File: src/rtl/bsg_round_robin_n_to_n_buffered_if.sv
// bsg_round_robin_n_to_n_buffered_if: lane handshake bundle between producer, striper and lane consumers
interface bsg_round_robin_n_to_n_buffered_if #(
    parameter int width_p = 16,
    parameter int num_channels_p = 4
);
    logic [num_channels_p*width_p-1:0] data_i;
    logic [num_channels_p-1:0] v_i;
    logic [num_channels_p-1:0] ready_o;
    logic [num_channels_p*width_p-1:0] data_o;
    logic [num_channels_p-1:0] v_o;
    logic [num_channels_p-1:0] ready_i;
    logic [$clog2(num_channels_p)-1:0] head_o;
    modport master (output data_i, v_i, ready_i, input ready_o, data_o, v_o, head_o);
    modport slave (input data_i, v_i, ready_i, output ready_o, data_o, v_o, head_o);
endinterface

File: src/rtl/bsg_round_robin_n_to_n_buffered.sv
// bsg_round_robin_n_to_n_buffered: rotating-head stripe distributor with optional per-output-lane FIFOs
module bsg_round_robin_n_to_n_buffered #(
    parameter int width_p = 16,
    parameter int num_channels_p = 4,
    parameter int fifo_els_p = 2
) (
    input logic clk_i,
    input logic reset_n_i,
    bsg_round_robin_n_to_n_buffered_if.slave io
);
    localparam int n = num_channels_p;
    localparam int hw = $clog2(n);
    logic [hw-1:0] head_q, head_d;
    logic [n-1:0] lane_rdy, rot_v;
    logic [n-1:0][width_p-1:0] rot_data;
    int pc;
    // output lane j is fed by input (j + head) mod n; ready flows back along the same route
    always_comb begin
        rot_v = '0;
        rot_data = '0;
        io.ready_o = '0;
        for (int j = 0; j < n; j++)
            for (int i = 0; i < n; i++)
                if (i == (j + int'(head_q)) % n) begin
                    rot_v[j] = io.v_i[i];
                    rot_data[j] = io.data_i[i*width_p +: width_p];
                    io.ready_o[i] = lane_rdy[j];
                end
    end
    always_comb begin
        pc = 0;
        for (int i = 0; i < n; i++) pc += int'(io.v_i[i] & io.ready_o[i]);
        head_d = hw'((int'(head_q) + pc) % n);
    end
    always_ff @(posedge clk_i) head_q <= reset_n_i ? head_d : '0;
    assign io.head_o = head_q;
    if (fifo_els_p == 0) begin : g_bypass
        assign lane_rdy = io.ready_i;
        assign io.v_o = rot_v;
        assign io.data_o = rot_data;
    end else begin : g_fifo
        localparam int pw = $clog2(fifo_els_p);
        localparam int cw = $clog2(fifo_els_p + 1);
        logic [n-1:0][fifo_els_p-1:0][width_p-1:0] mem_q, mem_d;
        logic [n-1:0][pw-1:0] wp_q, wp_d, rp_q, rp_d;
        logic [n-1:0][cw-1:0] cnt_q, cnt_d;
        logic [n-1:0] full, enq, deq;
        always_comb begin
            full = '0;
            for (int j = 0; j < n; j++) full[j] = cnt_q[j] == cw'(fifo_els_p);
        end
        assign lane_rdy = ~full;
        // full blocks enqueue even when the same cycle dequeues
        always_comb begin
            mem_d = mem_q;
            enq = '0;
            deq = '0;
            wp_d = wp_q;
            rp_d = rp_q;
            cnt_d = cnt_q;
            io.v_o = '0;
            io.data_o = '0;
            for (int j = 0; j < n; j++) begin
                enq[j] = rot_v[j] & ~full[j];
                deq[j] = (cnt_q[j] != '0) & io.ready_i[j];
                wp_d[j] = enq[j] ? (wp_q[j] == pw'(fifo_els_p - 1) ? '0 : wp_q[j] + pw'(1)) : wp_q[j];
                rp_d[j] = deq[j] ? (rp_q[j] == pw'(fifo_els_p - 1) ? '0 : rp_q[j] + pw'(1)) : rp_q[j];
                cnt_d[j] = cnt_q[j] + cw'(enq[j]) - cw'(deq[j]);
                if (enq[j]) mem_d[j][wp_q[j]] = rot_data[j];
                io.v_o[j] = cnt_q[j] != '0;
                io.data_o[j*width_p +: width_p] = mem_q[j][rp_q[j]];
            end
        end
        always_ff @(posedge clk_i) begin
            wp_q <= reset_n_i ? wp_d : '0;
            rp_q <= reset_n_i ? rp_d : '0;
            cnt_q <= reset_n_i ? cnt_d : '0;
            mem_q <= mem_d;
        end
    end
    if (num_channels_p < 2 || (fifo_els_p != 0 && fifo_els_p < 2)) begin : g_bad_params
        $error("bsg_round_robin_n_to_n_buffered: need num_channels_p >= 2 and fifo_els_p of 0 or >= 2");
    end
    for (genvar i = 0; i < n; i++) begin : g_hold
        assert property (@(posedge clk_i) disable iff (!reset_n_i)
            io.v_i[i] && !io.ready_o[i] |=> io.v_i[i] && $stable(io.data_i[i*width_p +: width_p]));
    end
endmodule

File: src/flat_wrapper.sv
// flat-port wrapper written by rule: the top's interface ports become plain ports
module bsg_round_robin_n_to_n_buffered_flat 
#(
    parameter int width_p = 16,
    parameter int num_channels_p = 4,
    parameter int fifo_els_p = 2
)
  (clk_i, reset_n_i, io_data_i, io_v_i, io_ready_i, io_ready_o, io_data_o, io_v_o, io_head_o);
  bsg_round_robin_n_to_n_buffered_if #(.width_p(width_p), .num_channels_p(num_channels_p)) io_i ();
  input logic clk_i;
  input logic reset_n_i;
  input wire logic [$bits(io_i.data_i)-1:0] io_data_i;
  input wire logic [$bits(io_i.v_i)-1:0] io_v_i;
  input wire logic [$bits(io_i.ready_i)-1:0] io_ready_i;
  output wire logic [$bits(io_i.ready_o)-1:0] io_ready_o;
  output wire logic [$bits(io_i.data_o)-1:0] io_data_o;
  output wire logic [$bits(io_i.v_o)-1:0] io_v_o;
  output wire logic [$bits(io_i.head_o)-1:0] io_head_o;
  assign io_i.data_i = io_data_i;
  assign io_i.v_i = io_v_i;
  assign io_i.ready_i = io_ready_i;
  assign io_ready_o = io_i.ready_o;
  assign io_data_o = io_i.data_o;
  assign io_v_o = io_i.v_o;
  assign io_head_o = io_i.head_o;
  bsg_round_robin_n_to_n_buffered #(.width_p(width_p), .num_channels_p(num_channels_p), .fifo_els_p(fifo_els_p)) u_core (.clk_i(clk_i), .reset_n_i(reset_n_i), .io(io_i));
endmodule
File: config.mk
export PLATFORM = sky130hd
export DESIGN_NAME = bsg_round_robin_n_to_n_buffered_flat
export DESIGN_NICKNAME = d
export VERILOG_FILES = /design/src/rtl/bsg_round_robin_n_to_n_buffered_if.sv /design/src/rtl/bsg_round_robin_n_to_n_buffered.sv /design/src/flat_wrapper.sv
export SDC_FILE = /design/constraint.sdc
export NUM_CORES = 1
export LEC_CHECK = 0
export BUFFER_PORTS_ARGS = -buffer_cell sky130_fd_sc_hd__buf_2
export CORE_AREA = 3 3 108 162
export CTS_BUF_LIST = sky130_fd_sc_hd__clkbuf_8
export CTS_CLUSTER_SIZE = 28
export DETAILED_ROUTE_END_ITERATION = 10
export DIE_AREA = 0 0 111 165
export PLACE_DENSITY_LB_ADDON = 0.3
export SLEW_MARGIN = 20
export SYNTH_ARGS = -nofsm -noshare
export SYNTH_HDL_FRONTEND = slang
export SYNTH_SLANG_ARGS = --single-unit
File: constraint.sdc
create_clock -name clk_i -period 2.84 [get_ports clk_i]
set_input_delay 0 -clock clk_i [delete_from_list [all_inputs] [get_ports clk_i]]
set_output_delay 0 -clock clk_i [all_outputs]
set_load 0.01 [all_outputs]
==> reports/metrics.yaml <==
timing:
  finalHoldViolations: 0
  rsz0062_at_grt: "false"
  setup_violations: 0
  report.final.slew_viol_count: 0
  fin_tns_setup_ps: 0
  fin_crit_sh_pct: 92.1
  fmax_mhz: 382
  setup_ws_ps: 224
  slew_headroom_pct: 33.2
  min_period_ps: 2620
  tightest_slew_ps: 998
  whs_ps: 31.5
  finalClockSkew_ps: 9.39
worst_setup_path:
  rr_endpoint: "u_core.g_fifo.mem_q[100]"
  cp.required_ps: 3020
  reg2reg_slack_ps: 220
  crit_path_top_delay_cell: "buf_4"
  reg2regPathDepth: 3
  regToRegStartpoint: "u_core.io.head_o[1]"
  end_kind: "register"
  path_class: "reg -> reg"
  critPathMaxFanout: 65
  path_delay_family: "buffers and inverters"
  cp_data_arrival_time_ps: 2790
  crit_buf_inv: 2
  cpPeakStageDelay_ps: 730
  startpoint_type: "register"
  path_cells: "buf_4, mux4_2, dlygate4sd3_1"
synth:
  synth.most_common_cell: "edfxtp_1"
  yosysUniqueCellTypes: 30
  async_flop_share_pct: 0
  synth-xor-area-share_pct: 1.68
  synthSimpleGateAreaFrac_pct: 4.26
  yosys_warnings: 0
  synth_edf_count: 128
  synth_top_family_by_area: "multiplexers"
  synth_flop_cell: "edfxtp_1"
  synth_top_cells_by_count: "edfxtp_1, mux4_2, mux2_2, dfxtp_1, buf_2"
  synth.ff_latch_count: 146
  synth_adder_area_share_pct: 1.92
  syn_inst: 399
  yosysTopAreaCellShare_pct: 52.7
  synth_top_area_cell: "edfxtp_1"
  syn-num-nets: 483
  ys_seq_area_share_pct: 57.7
  synth-compound-area-share_pct: 0.481
  syn_avg_cell_area_um2: 18.3
  synth_mux_area_share_pct: 31.7
  netlist_area_um2: 7290
  ys_top_cells_by_area: "edfxtp_1, mux4_2, mux2_2"
pwr:
  power.total_mw: 10.0
  seqPwrFrac_pct: 38.3
  clockPowerShare_pct: 16.6
  irDropWorstVdd_mv: 1.33
  switchingPower_mw: 3.46
  p_leak_nw: 3.27
  p_int_mw: 6.55
  p_per_area_nw_per_um2: 1120
  p_comb_share_pct: 45.1
  swShare_pct: 34.6
placement:
  place_congestion: 0.897
  dpl.hpwl_um: 12900
  port_buffers: 147
  pre_cts_ws_ps: 293
clocking:
  ctsHoldBuffers: 27
  cts_resized: 0
  cts.sinks: 146
  clk_pin_slew_worst_paths_ps: 80
  htreeDepth: 4
  numCtsBuffers: 17
  clkLatencyLatePin_ps: 430
  max-clock-path-buffers: 2
  cts_root_buffer: "clkbuf_8"
  cts_tree: "yes"
  post_cts_buffers: 0
grt:
  first_global_vias: 4808
  antenna_found_initial: 2
  track_usage_pct: 19.9
  grt_pass1_wl_um: 27100
  grt_max_degree: 66
  grt-ovfl-total: 0
floorplanning:
  core_area_um2: 16200
  placementRows: 57
  die_w_um: 111
  initial_core_util_pct: 45.0
  die_h_um: 165
  die_area_um2: 18300
  ios: 148
detailed_routing:
  remaining_drc_errors: 0
  routed_wl_um: 17700
  vias: 4502
  drt_iter0_drc: 238
  viasPerCell: 5.65
  wire_per_inst_um: 22.3
  dr.pass1.iters: 4
  antenna_left: 0
finish:
  area_delta_synth_final_pct: 22.8
  n_antenna_cell: 0
  drive_gt1_share_pct: 57.4
  final_util_pct: 55.3
  nets: 662
  fillers: 1298
status:
  outcome: "finished clean"
flow_run:
  drv_cap: 0
hold_path:
  worstHoldPathType: "in -> reg"
  worstHoldStart: "io_data_i[0]"
  hold_end: "u_core.g_fifo.mem_q[16]"
  hold_depth: 2
==> cell type report <==
class	count	area [um^2]	area share [%]
clock inverter	14	168	1.87
inverter	10	37.5	0.419
multi-input combinational	218	2940	32.8
clock buffer	18	248	2.77
sequential	146	4210	47.1
tap	206	258	2.88
timing repair buffer	185	1090	12.2
==> how the worst max path moves through the flow <==
| stage | start | cells after the start | slack, ps | to |
|---|---|---|---|---|
| final | u_core.io.head_o[1] | 3 | 220 | u_core.g_fifo.mem_q[100] |
| after global routing | u_core.g_fifo.cnt_q[1] | 8 | 100 | u_core.io.head_o[1] |
| after CTS | u_core.io.head_o[1] | 3 | 190 | u_core.g_fifo.mem_q[100] |
| after detailed placement | u_core.g_fifo.cnt_q[0] | 8 | 290 | u_core.io.head_o[1] |
| after global placement | u_core.g_fifo.cnt_q[6] | 8 | 380 | u_core.io.head_o[1] |
| after floorplan | u_core.io.head_o[0] | 9 | 80 | u_core.io.head_o[1] |
==> per-stage QoR <==
step	area [um^2]	std cells
4_1_cts	8940	796
3_5_place_dp	8250	737
3_3_place_gp	8250	737
5_1_grt	8950	797
2_1_floorplan	7290	399
6_report	8950	797
==> flip-flops by register name (all words and copies together) (netlist names) <==
| signal | count |
|---|---|
| u_core.g_fifo.wp_q | 4 |
| u_core.g_fifo.rp_q | 4 |
| u_core.g_fifo.cnt_q | 8 |
| u_core.g_fifo.mem_q | 128 |
| u_core.io.head_o | 2 |
==> power groups by stage <==
stage | clock (mW) | combinational [mW] | sequential [mW]
finish | 1.66 | 4.52 | 3.83
floorplan | 0 | 3.09 | 3.68
CTS | 1.69 | 4.64 | 3.85
global placement | 0 | 4.43 | 3.84
detailed placement | 0 | 4.52 | 3.90
global route | 1.79 | 4.92 | 3.93
==> kinds of logic (layout without fill, tap and decap cells) <==
kind of cell               Yosys count  in the layout
AOI/OAI and AO/OA                    5              5
muxes                              136            136
DFF                                146            146
xor gates and xnor gates            14             14
and+or+nand+nor                     53             53
buffers and inverters               35            227
adders and majority gates           10             10
==> cells in the final DEF (no fill, tap or decap), types with 5 or more instances in the layout <==
cell,count
buf_2,147
dlygate4sd3_1,28
clkbuf_8,18
nand2_1,5
and2_1,8
nor2_1,10
buf_4,10
xnor2_1,9
dfxtp_1,16
mux2_2,64
nor3_1,6
xor2_1,5
ha_1,8
mux4_2,68
edfxtp_1,128
inv_1,12
==> routing by layer <==
layer / share of wire, % / wire length [um] / global-route usage, %
met1: 34 / 6000 / 21.0
met2: 54 / 9640 / 35.7
met3: 6.5 / 1160 / 5.68
met4: 5.2 / 923 / 11.2
met5: 0.15 / 26 / 0
No activity file was read; power rests on OpenSTA's default activity.
